==> config.mk <==
export PLATFORM = sky130hd
export DESIGN_NAME = i2c_burst_master
export DESIGN_NICKNAME = d
export VERILOG_FILES = /design/src/rtl/i2c_burst_master.sv
export SDC_FILE = /design/constraint.sdc
export NUM_CORES = 1
export LEC_CHECK = 0
export ABC_AREA = 1
export CORE_MARGIN = 1
export CORE_UTILIZATION = 59
export DETAILED_ROUTE_END_ITERATION = 16
export GPL_ROUTABILITY_DRIVEN = 0
export PLACE_DENSITY = 0.87
export RECOVER_POWER = 50
export REMOVE_ABC_BUFFERS = 1
export SKIP_CTS_REPAIR_TIMING = 1
export SYNTH_ARGS = -nofsm -noshare
export SYNTH_HDL_FRONTEND = slang
export SYNTH_SLANG_ARGS = --single-unit
==> constraint.sdc <==
create_clock -name sys_clk -period 4.57 [get_ports sys_clk]
set_input_delay 1.1425 -clock sys_clk [delete_from_list [all_inputs] [get_ports sys_clk]]
set_output_delay 1.1425 -clock sys_clk [all_outputs]
set_load 0.02 [all_outputs]
==> src/rtl/i2c_burst_master.sv <==
// i2c_burst_master: open-drain I2C master with burst read/write, 0..2 register-address
// bytes, slave clock stretching and NACK abort; driven by a valid/ready command port.
module i2c_burst_master #(
    parameter int SYS_CLK_FREQ = 50_000_000,
    parameter int SCL_FREQ     = 250_000,
    parameter int LEN_W        = 4
) (
    input  logic             sys_clk,
    input  logic             sys_rst_n,
    input  logic             cmd_valid,
    output logic             cmd_ready,
    input  logic             cmd_rd,
    input  logic [6:0]       cmd_dev_addr,
    input  logic [1:0]       cmd_addr_num,
    input  logic [15:0]      cmd_byte_addr,
    input  logic [LEN_W-1:0] cmd_len,
    input  logic [7:0]       wr_data,
    output logic             wr_req,
    output logic [7:0]       rd_data,
    output logic             rd_valid,
    output logic             done,
    output logic             err_nack,
    output logic             busy,
    input  logic             scl_in,
    input  logic             sda_in,
    output logic             scl_oe,
    output logic             sda_oe
);
    localparam int QTR = SYS_CLK_FREQ / (4 * SCL_FREQ);
    localparam int CW  = (QTR > 1) ? $clog2(QTR) : 1;

    typedef enum logic [3:0] {
        S_IDLE, S_START, S_DEV_W, S_ADDR_H, S_ADDR_L,
        S_WDATA, S_RSTART, S_DEV_R, S_RDATA, S_STOP
    } state_t;

    state_t           r_state, w_next;
    logic [CW-1:0]    r_cnt;
    logic [1:0]       r_ph;
    logic [3:0]       r_bit;
    logic [7:0]       r_sh, r_rd_data;
    logic             r_ack, r_rd, r_sda_oe, r_rd_valid, r_done, r_err;
    logic [6:0]       r_dev;
    logic [1:0]       r_an, r_scl_s, r_sda_s;
    logic [15:0]      r_addr;
    logic [LEN_W-1:0] r_len, r_bcnt;
    logic             w_hold, w_qend, w_bend, w_bend8, w_tx, w_load, w_txb, w_last, w_sda;
    logic [7:0]       w_byte;

    always_comb begin
        w_hold  = (r_ph == 2'd1) && !r_scl_s[1];
        w_qend  = (r_cnt == CW'(QTR - 1)) && !w_hold;
        w_bend  = w_qend && (r_ph == 2'd3);
        w_bend8 = w_bend && (r_bit == 4'd8);
        w_tx    = (r_state == S_DEV_W) || (r_state == S_ADDR_H) || (r_state == S_ADDR_L) ||
                  (r_state == S_WDATA) || (r_state == S_DEV_R);
        w_load  = w_tx && (r_bit == 4'd0) && (r_ph == 2'd0) && (r_cnt == '0);
        w_last  = (r_bcnt == r_len);
        w_byte  = (r_state == S_DEV_W)  ? {r_dev, 1'b0} :
                  (r_state == S_DEV_R)  ? {r_dev, 1'b1} :
                  (r_state == S_ADDR_H) ? r_addr[15:8]  :
                  (r_state == S_ADDR_L) ? r_addr[7:0]   : wr_data;
        w_txb   = w_load ? w_byte[7] : r_sh[7];
        w_next  = r_state;
        w_sda   = 1'b0;
        case (r_state)
            S_IDLE:   if (cmd_valid) w_next = S_START;
            S_START:  begin
                w_sda = r_ph[1];
                if (w_bend) w_next = (r_rd && r_an == 2'd0) ? S_DEV_R : S_DEV_W;
            end
            S_RSTART: begin
                w_sda = r_ph[1];
                if (w_bend) w_next = S_DEV_R;
            end
            S_DEV_W:  if (w_bend8) w_next = r_ack ? S_STOP : r_an[1] ? S_ADDR_H :
                                            (r_an != 2'd0) ? S_ADDR_L : S_WDATA;
            S_ADDR_H: if (w_bend8) w_next = r_ack ? S_STOP : S_ADDR_L;
            S_ADDR_L: if (w_bend8) w_next = r_ack ? S_STOP : r_rd ? S_RSTART : S_WDATA;
            S_WDATA:  if (w_bend8 && (r_ack || w_last)) w_next = S_STOP;
            S_DEV_R:  if (w_bend8) w_next = r_ack ? S_STOP : S_RDATA;
            S_RDATA:  begin
                w_sda = (r_bit == 4'd8) && !w_last;
                if (w_bend8 && w_last) w_next = S_STOP;
            end
            S_STOP:   begin
                w_sda = (r_ph != 2'd3);
                if (w_bend) w_next = S_IDLE;
            end
            default:  w_next = S_IDLE;
        endcase
        if (w_tx) w_sda = (r_bit != 4'd8) && !w_txb;
    end

    // SCL is driven straight from state so it falls first; SDA follows one cycle later
    always_ff @(posedge sys_clk or negedge sys_rst_n) begin
        if (!sys_rst_n) begin
            r_state    <= S_IDLE;
            r_cnt      <= '0;
            r_ph       <= '0;
            r_bit      <= '0;
            r_sh       <= '0;
            r_ack      <= 1'b0;
            r_rd       <= 1'b0;
            r_dev      <= '0;
            r_an       <= '0;
            r_addr     <= '0;
            r_len      <= '0;
            r_bcnt     <= '0;
            r_sda_oe   <= 1'b0;
            r_rd_data  <= '0;
            r_rd_valid <= 1'b0;
            r_done     <= 1'b0;
            r_err      <= 1'b0;
            r_scl_s    <= 2'b11;
            r_sda_s    <= 2'b11;
        end else begin
            r_state    <= w_next;
            r_scl_s    <= {r_scl_s[0], scl_in};
            r_sda_s    <= {r_sda_s[0], sda_in};
            r_sda_oe   <= w_sda;
            r_done     <= (r_state == S_STOP) && w_bend;
            r_rd_valid <= (r_state == S_RDATA) && (r_bit == 4'd8) && (r_ph == 2'd2) && w_qend;
            if ((r_state == S_RDATA) && (r_bit == 4'd8) && (r_ph == 2'd2) && w_qend)
                r_rd_data <= r_sh;
            if (r_state == S_IDLE) begin
                r_cnt  <= '0;
                r_ph   <= '0;
                r_bit  <= '0;
                r_bcnt <= '0;
                if (cmd_valid) begin
                    r_rd   <= cmd_rd;
                    r_dev  <= cmd_dev_addr;
                    r_an   <= cmd_addr_num;
                    r_addr <= cmd_byte_addr;
                    r_len  <= cmd_len;
                    r_err  <= 1'b0;
                end
            end else begin
                if (!w_hold) r_cnt <= w_qend ? '0 : r_cnt + CW'(1);
                if (w_qend) r_ph <= r_ph + 2'd1;
                if (w_bend) r_bit <= (r_bit == 4'd8 || !(w_tx || r_state == S_RDATA)) ? 4'd0 : r_bit + 4'd1;
                if (w_bend8 && (r_state == S_WDATA || r_state == S_RDATA)) r_bcnt <= r_bcnt + 1'b1;
                if (w_bend8 && w_tx && r_ack) r_err <= 1'b1;
                if (w_tx && (r_bit == 4'd8) && (r_ph == 2'd2) && w_qend) r_ack <= r_sda_s[1];
                if (w_load)
                    r_sh <= w_byte;
                else if (w_bend && w_tx)
                    r_sh <= {r_sh[6:0], 1'b0};
                else if ((r_state == S_RDATA) && (r_bit != 4'd8) && (r_ph == 2'd2) && w_qend)
                    r_sh <= {r_sh[6:0], r_sda_s[1]};
            end
        end
    end

    assign cmd_ready = (r_state == S_IDLE);
    assign busy      = (r_state != S_IDLE);
    assign wr_req    = w_load && (r_state == S_WDATA);
    assign scl_oe    = (r_ph == 2'd0) && (r_state != S_IDLE) && (r_state != S_START);
    assign sda_oe    = r_sda_oe;
    assign rd_data   = r_rd_data;
    assign rd_valid  = r_rd_valid;
    assign done      = r_done;
    assign err_nack  = r_err;
endmodule

---- Word level (Yosys, flattened, before mapping) ----
Cells that the tools add are included.
cells by class
  equality and inequality tests ........... 29
  mux-type cells .......................... 42
  bitwise logic cells ..................... 1
  $add $sub $neg .......................... 4
  reductions and logical operators ........ 60
operators by type and width
  operator                                                          count
  4-bit 2-to-1 mux                                                  18
  8-bit 2-to-1 mux                                                  7
  4-bit one-hot mux with 10 select lines                            1
  1-bit logical AND                                                 29
  2-bit != test (second input constant)                             12
  6-bit 2-to-1 mux                                                  3
  4-bit by 3-bit == test with 1-bit output (second input constant)  4
  4-bit == test (second input constant)                             3
  10-bit AND reduction                                              1
  2-bit nonzero test                                                5
  4-bit by 1-bit adder with 4-bit output (second input constant)    2
  4-bit by 2-bit == test with 1-bit output (second input constant)  2
  4-bit logical NOT                                                 2
  1-bit logical OR                                                  8
  2-bit AND reduction                                               4
  1-bit 2-to-1 mux                                                  7
  6-bit by 1-bit adder with 6-bit output (second input constant)    1
  6-bit == test (second input constant)                             1
  6-bit logical NOT                                                 1
  2-bit 2-to-1 mux                                                  3
  3-bit 2-to-1 mux                                                  2
  1-bit logical NOT                                                 5
  2-bit == test (second input constant)                             2
  4-bit by 1-bit == test with 1-bit output (second input constant)  1
  11 further kinds                                                  12
word-level totals
  bits of input ports ..................... 43
  output and inout port bits .............. 16
  register bits after elaboration ......... 75
  word-level logic and storage cells ...... 155

---- Longest topological paths before layout ----
Gate-level depths: netlist of run 1.
  depth after elaboration ................. 12
  depth in mapped cells ................... 12
  mapped depth without buffers ............ 12

---- Worst setup path after synthesis of run 1 ----
OpenSTA, ideal clock, no wires.
  path kind ............................... reg-to-output
  start ................................... reg r_cnt[0]
  end ..................................... out wr_req
  data arrival time ....................... 1234 ps
  data required time ...................... 3428 ps
  cell stages (with the launch flop) ...... 9
  buffers on the path ..................... 0
  path slack .............................. 2194 ps
  path through ............................ dfrtp_1 > inv_1 > ha_1 > inv_1 > nor2_1 > nand2_1 > nor2_1 > nand2_1 > nor2_1
on the way
  longest elaborated chain between the ends .. 3
RTL lines
  what                    RTL line  source
  from (decl)             38        logic [CW-1:0] r_cnt;
  from (signal assigned)  140       if (!w_hold) r_cnt <= w_qend ? '0 : r_cnt + CW'(1);
  6-bit logical NOT       57        w_load = w_tx && (r_bit == 4'd0) && (r_ph == 2'd0) && (r_cnt == '0);
  1-bit logical AND       57
  1-bit logical AND       158       assign wr_req = w_load && (r_state == S_WDATA);
  to (decl)               18        output logic wr_req,
No other way between the ends.

---- Worst setup path after layout of run 1 ----
  start ................................... reg r_ph[0]
  end ..................................... out wr_req
on the way
  longest elaborated chain between the ends .. 4
RTL lines
  what                            RTL line  source
  from (decl)                     39        logic [1:0] r_ph;
  from (signal assigned)          141       if (w_qend) r_ph <= r_ph + 2'd1;
  2-bit logical NOT               57
  1-bit logical AND (2 in a row)  57
  1-bit logical AND               158
No other way between the ends.

==> results of run 1 <==
per-layer routing:
metal	global-route usage	wire, um
met2	0.486	4660
met3	0.0506	551
met5	0	0
met4	0.123	175
met1	0.369	4120
worst max-delay path: stages, from the launching register on:
cell and delay (ns):
dfrtp_1 0.41, inv_1 0.13, ha_1 0.18, inv_1 0.07, nor3_1 0.27, nand2_1 0.11
nor2_1 0.12, clkdlybuf4s50_1 0.61
cells by family (layout without fill, tap and decap cells):
group	count (synthesis)	in the layout	share of synthesized area
simple gates	341	341	0.356
flops	75	75	0.464
buf+inv	71	137	0.0701
compound gates	56	56	0.0701
fa+ha+maj	10	10	0.0309
xor+xnor	4	4	0.00864
per-stage QoR:
step	hold slack (ns)	setup WS (ns)	area (um2)	utilization	std cells
after detailed placement	0.352	1.63	4690	0.721	684
after global placement	0.345	1.68	4690	0.721	684
after floorplan	0.345	2.19	4000	-	547
final	0.359	1.17	4860	0.749	700
after CTS	0.362	1.18	4880	0.751	700
after global routing	0.363	0.933	4860	0.749	700
synthesized netlist by cell type, drive strengths merged, types with 3 or more instances:
cell	count	share of area
inv	60	0.056
ha	10	0.031
nand2	215	0.20
nand4	5	0.011
dfrtp	71	0.44
nor3	5	0.0062
dfstp	4	0.026
nor2	62	0.062
o21ai	35	0.043
nand3	50	0.064
a21oi	19	0.023
xor2	4	0.0086
nand3b	3	0.0056
buf	9	0.013
layout make-up:
type	count	area, um2
clock inverters	7	68.8
well taps	77	96.3
fillers	510	1630
flip-flops and latches	75	1880
clock buffers	9	124
multi-input cells	411	1880
repair buffers	60	582
inverters	61	229
final timing paths:
kind	from	end	slack, ns	depth (start not counted)
min in group asynchronous	sys_rst_n	r_len[0]$_DFFE_PN0P_	0.95	1
worst max-delay path	r_ph[0]$_DFFE_PN0P_	wr_req	1.17	7
worst max register to register	r_state[3]$_DFFE_PN0P_	r_dev[1]$_DFFE_PN0P_	2.17	7
worst min-delay path	r_scl_s[0]$_DFF_PN1_	r_scl_s[1]$_DFF_PN1_	0.36	0
worst min register to register	r_scl_s[0]$_DFF_PN1_	r_scl_s[1]$_DFF_PN1_	0.36	0
max in group asynchronous	sys_rst_n	r_addr[11]$_DFFE_PN0P_	1.45	2
state kept, by name, indices dropped and copies added, names as in the netlist, 4 cells and up:
register  flops
r_addr       16
r_bcnt        4
r_bit         4
r_cnt         6
r_dev         7
r_len         4
r_sh          8
r_state       4
rd_data       8
report_power, final:
part	internal (mW)	switching, mW	total, mW
Combinational	0.421	0.847	1.27
Clock	0.250	0.261	0.511
Sequential	0.870	0.135	1.01
Total	1.54	1.24	2.78
==> results by group, run 1 <==
Routing
  – Avg WL per Cell: about 14 um
  – Vias per cell: 5.49
  – Via count: 3846
  – WL final: 9510 um
  – TritonRoute pass-1 iters: 11
  – DRC viols: 2
  – Drt first-iter violations: 309
  – Final ANT Viol Nets: 0

Worst setup path
  – Crit path launch type: flop
  – Top fanout value on the critical path: 4
  – WS Path Type: flop to output pin
  – CP Data Required Time: around 3.4 ns
  – Worst setup EP type: output pin
  – CP arrival: roughly 2.3 ns

Floorplanning
  – Core box area: 6490 um2
  – Number of top-level pins: 59
  – Rows: 29
  – Die area: 7210 um2
  – Die span in x: 84.9 um
  – Die Ht: 84.9 um
  – Starting Density: 0.624

Yosys
  – Synth warn: 0
  – Synth unique cells: 27
  – Mapped Cells: roughly 560
  – Post-Synthesis Cell Area: 4050 um2
  – Synth Register Bits: 75
  – Ys flop type: dfrtp_1
  – Syn avg cell area: 7.28 um2
  – Post-synth EDFFs: 0
  – Sequential area share after synthesis: 0.464
  – Asr flop ratio synth: 1.00

Global route
  – Initial antenna violation count: 0
  – Largest net degree at the start of global routing: 46
  – Number of global-route vias before repair: 3654
  – First-pass GRT wire length: 16300 um
  – Remaining Overflow, GRT: 0
  – Global Route Usage Sum: 0.288

Finish
  – Commonest cells after routing, fill and taps aside: nand2_1 (208), dfrtp_1 (71), nor2_1 (58)
  – Ant diodes: 0
  – Commonest non-fill, non-tap cell in the layout: nand2_1
  – Area Overhead vs Synth: 20.0%
  – Share of layout cells above drive strength 1: 0.0738
  – Nets: between 600 and 700

Timing
  – Max_slew headroom: -0.160
  – TNS Setup: 0 ns
  – Worst-Margin Slew: between 1.5 and 2 ns
  – Final Slew Violations: 33
  – Worst Skew: roughly 0.010 ns
  – Final Hold Fails: 0
  – Max Fclk: 0.294 GHz
  – RSZ-0062 raised after global routing: no
  – Final critical-path share of the clock period: 0.744
  – Crit path time final: 3.40 ns
  – Final setup viols: 0

Clocking
  – Clk buf depth: 2
  – CTS buffer count: 9
  – CTS Sinks: 75
  – Worst-Skew Late Latency: 0.36 ns
  – Clock-pin slew on the worst setup and hold paths: 0.08 ns
  – CTS root buffer: clkbuf_8
  – H-Tree Level Count: 3
  – CTS tree: done

Power and ir drop
  – Power density over the cells: 572 nW/um2
  – Peak supply drop: 0.349 mV
  – P_leak: 2.51 nW
  – Tot Pwr: between 2 and 3 mW

Status
  – Outcome: complete, but fails checks
  – Violated checks: DRC, capacitance limit, slew limit

Job
  – Max Cap Viol: 1

Place
  – DP Wirelength: 6880 um
  – IO Port Bufs: 58

Min path
  – Hold crit path type: flop to flop
Note: power is estimated with default switching activity, not from simulation.
==> run 2: changes to the inputs <==
--- a/config.mk
+++ b/config.mk
@@ -7,10 +7,10 @@
 export LEC_CHECK = 0
 export ABC_AREA = 1
 export CORE_MARGIN = 1
-export CORE_UTILIZATION = 59
+export CORE_UTILIZATION = 49
 export DETAILED_ROUTE_END_ITERATION = 16
 export GPL_ROUTABILITY_DRIVEN = 0
-export PLACE_DENSITY = 0.87
+export PLACE_DENSITY = 0.77
 export RECOVER_POWER = 50
 export REMOVE_ABC_BUFFERS = 1
 export SKIP_CTS_REPAIR_TIMING = 1
==> constraint.sdc (replaced) <==
create_clock -name sys_clk -period 3 [get_ports sys_clk]
set_input_delay 0.75 -clock sys_clk [delete_from_list [all_inputs] [get_ports sys_clk]]
set_output_delay 0.75 -clock sys_clk [all_outputs]
set_load 0.02 [all_outputs]
==> run 2 against run 1 <==
Against the previous run: the flow now finishes without violations; sequential power rose by 50%; register-to-register slack got worse by 1.2 ns; clock skew rose by 0.0014 ns; clock power rose by 60%; critical path depth fell by 3; via count fell by 3.6%; largest cell class unchanged; highest routed layer unchanged.
==> results by group, run 2 (synthesis results as in run 1) <==
Global route
  – Global Route Usage Sum: 0.234 (was 0.288)
  – Remaining Overflow, GRT: 0 (unchanged)
  – Largest net degree at the start of global routing: 46 (unchanged)
  – Number of global-route vias before repair: 3467 (was 3654)
  – First-pass GRT wire length: 15900 um (was 16300 um)
  – Initial antenna violation count: 0 (unchanged)

Timing
  – Final Slew Violations: 0 (was 33)
  – PnR worst setup slack: 0.316 ns (was 1.17 ns)
  – Hold WS: 0.361 ns (was 0.359 ns)
  – Final Hold Fails: 0 (unchanged)
  – Max Fclk: about 0.37 GHz
  – Max_slew headroom: 0.0875 (was -0.160)
  – Final critical-path share of the clock period: 0.895
  – Final setup viols: 0 (unchanged)
  – Crit path time final: 2.68 ns
  – Worst Skew: 0.0115 ns (was 0.0101 ns)
  – TNS Setup: 0 ns (unchanged)
  – RSZ-0062 raised after global routing: no (unchanged)
  – Worst-Margin Slew: 1.37 ns (was 1.74 ns)

Finish
  – Final Util: 0.628 (was 0.749)
  – Commonest non-fill, non-tap cell in the layout: nand2_1 (unchanged)
  – Nets: 673 (was 671)
  – Max reg flops: 16 (unchanged)
  – Ant diodes: 0 (unchanged)
  – Share of layout cells above drive strength 1: 0.0800 (was 0.0738)
  – Area Overhead vs Synth: 21.5% (was 20.0%)
  – Commonest cells after routing, fill and taps aside: nand2_1 (208), dfrtp_1 (71), nor2_1 (58) (unchanged)
  – Largest Register: r_addr (unchanged)

Job
  – Max Cap Viol: 0 (was 1)

Clocking
  – CTS root buffer: clkbuf_8 (unchanged)
  – Worst-Skew Late Latency: 0.36 ns (about the same)
  – H-Tree Level Count: 3 (unchanged)
  – CTS Sinks: 75 (unchanged)
  – Clock-pin slew on the worst setup and hold paths: 0.08 ns (about the same)
  – CTS buffer count: 9 (unchanged)
  – Clk buf depth: 2 (unchanged)
  – CTS tree: done (unchanged)

Routing
  – Via count: 3706 (was 3846)
  – TritonRoute pass-1 iters: 4 (was 11)
  – DRC viols: 0 (was 2)
  – Final ANT Viol Nets: 0 (unchanged)
  – Vias per cell: 5.10 (was 5.49)
  – Avg WL per Cell: 12.4 um (was 13.6 um)
  – WL final: 9000 um (was 9510 um)
  – Drt first-iter violations: 270 (was 309)

Floorplanning
  – Die Ht: 93.0 um (was 84.9 um)
  – Rows: 32 (was 29)
  – Core box area: 7850 um2 (was 6490 um2)
  – Starting Density: 0.517 (was 0.624)
  – Number of top-level pins: 59 (unchanged)
  – Die area: 8640 um2 (was 7210 um2)
  – Die span in x: 93.0 um (was 84.9 um)

Worst setup path
  – Top fanout value on the critical path: 7 (was 4)
  – WS Path Type: flop to output pin (unchanged)
  – CP arrival: 1.93 ns (was 2.26 ns)
  – Crit path launch type: flop (unchanged)
  – Flop2flop setup slack: 1.01 ns (was 2.17 ns)
  – CP Data Required Time: 2.25 ns (was 3.43 ns)
  – Worst setup EP type: output pin (unchanged)

Power and ir drop
  – Peak supply drop: 0.524 mV (was 0.349 mV)
  – P_leak: 2.55 nW (was 2.51 nW)
  – Tot Pwr: 4.25 mW (was 2.78 mW)
  – Power density over the cells: 862 nW/um2 (was 572 nW/um2)

Place
  – IO Port Bufs: 58 (unchanged)
  – DP Wirelength: 6650 um (was 6880 um)
  – Post-placement worst setup slack: 0.502 ns (was 1.63 ns)

Min path
  – Hold crit path type: flop to flop (unchanged)

Status
  – Outcome: complete, no violations (was complete, but fails checks)
## run 2: metal layers
metal	share of wire	track usage	vias to the layer above
met5	0	0	-
met4	0.017	0.0897	0
met3	0.048	0.0386	13
met2	0.45	0.357	112
met1	0.48	0.333	1698
li1	-	-	1883
## run 2: report_power, final
group | switching, mW | internal, mW | leakage, nW
Combinational | 1.25 | 0.659 | 1.48
Sequential | 0.197 | 1.32 | 0.964
Clock | 0.418 | 0.397 | 0.101
Total | 1.86 | 2.38 | 2.55
## run 2: final timing paths
kind,startpoint,end,cells past startpoint
worst max-delay path,r_state[1]$_DFFE_PN0P_,cmd_ready,4
max in group asynchronous,sys_rst_n,r_sh[7]$_DFFE_PN0P_,2
min in group asynchronous,sys_rst_n,r_cnt[4]$_DFFE_PN0P_,1
worst min-delay path,r_scl_s[0]$_DFF_PN1_,r_scl_s[1]$_DFF_PN1_,0
worst max register to register,r_ph[1]$_DFFE_PN0P_,r_sh[6]$_DFFE_PN0P_,10
worst min register to register,r_scl_s[0]$_DFF_PN1_,r_scl_s[1]$_DFF_PN1_,0
## run 2: through the flow
stage | instance area (um2) | std cells
floorplan | 4000 | 547
global placement | 4730 | 711
detailed placement | 4730 | 711
CTS | 4940 | 727
global route | 4930 | 727
finish | 4930 | 727
## run 2: critical path: stages (launching register included)
cell	delay, ns
dfrtp_1	0.47
nor2_2	0.23
nand2_1	0.12
inv_2	0.14
clkdlybuf4s50_1	0.62
## run 2: area by class of cell
cell class / count / area, um2
inverter: 61 / 229
clock inverter: 7 / 81.3
tap: 102 / 128
clock buffer: 9 / 124
multi-input combinational: 411 / 1880
timing repair buffer: 62 / 602
sequential: 75 / 1880
fill: 721 / 2920
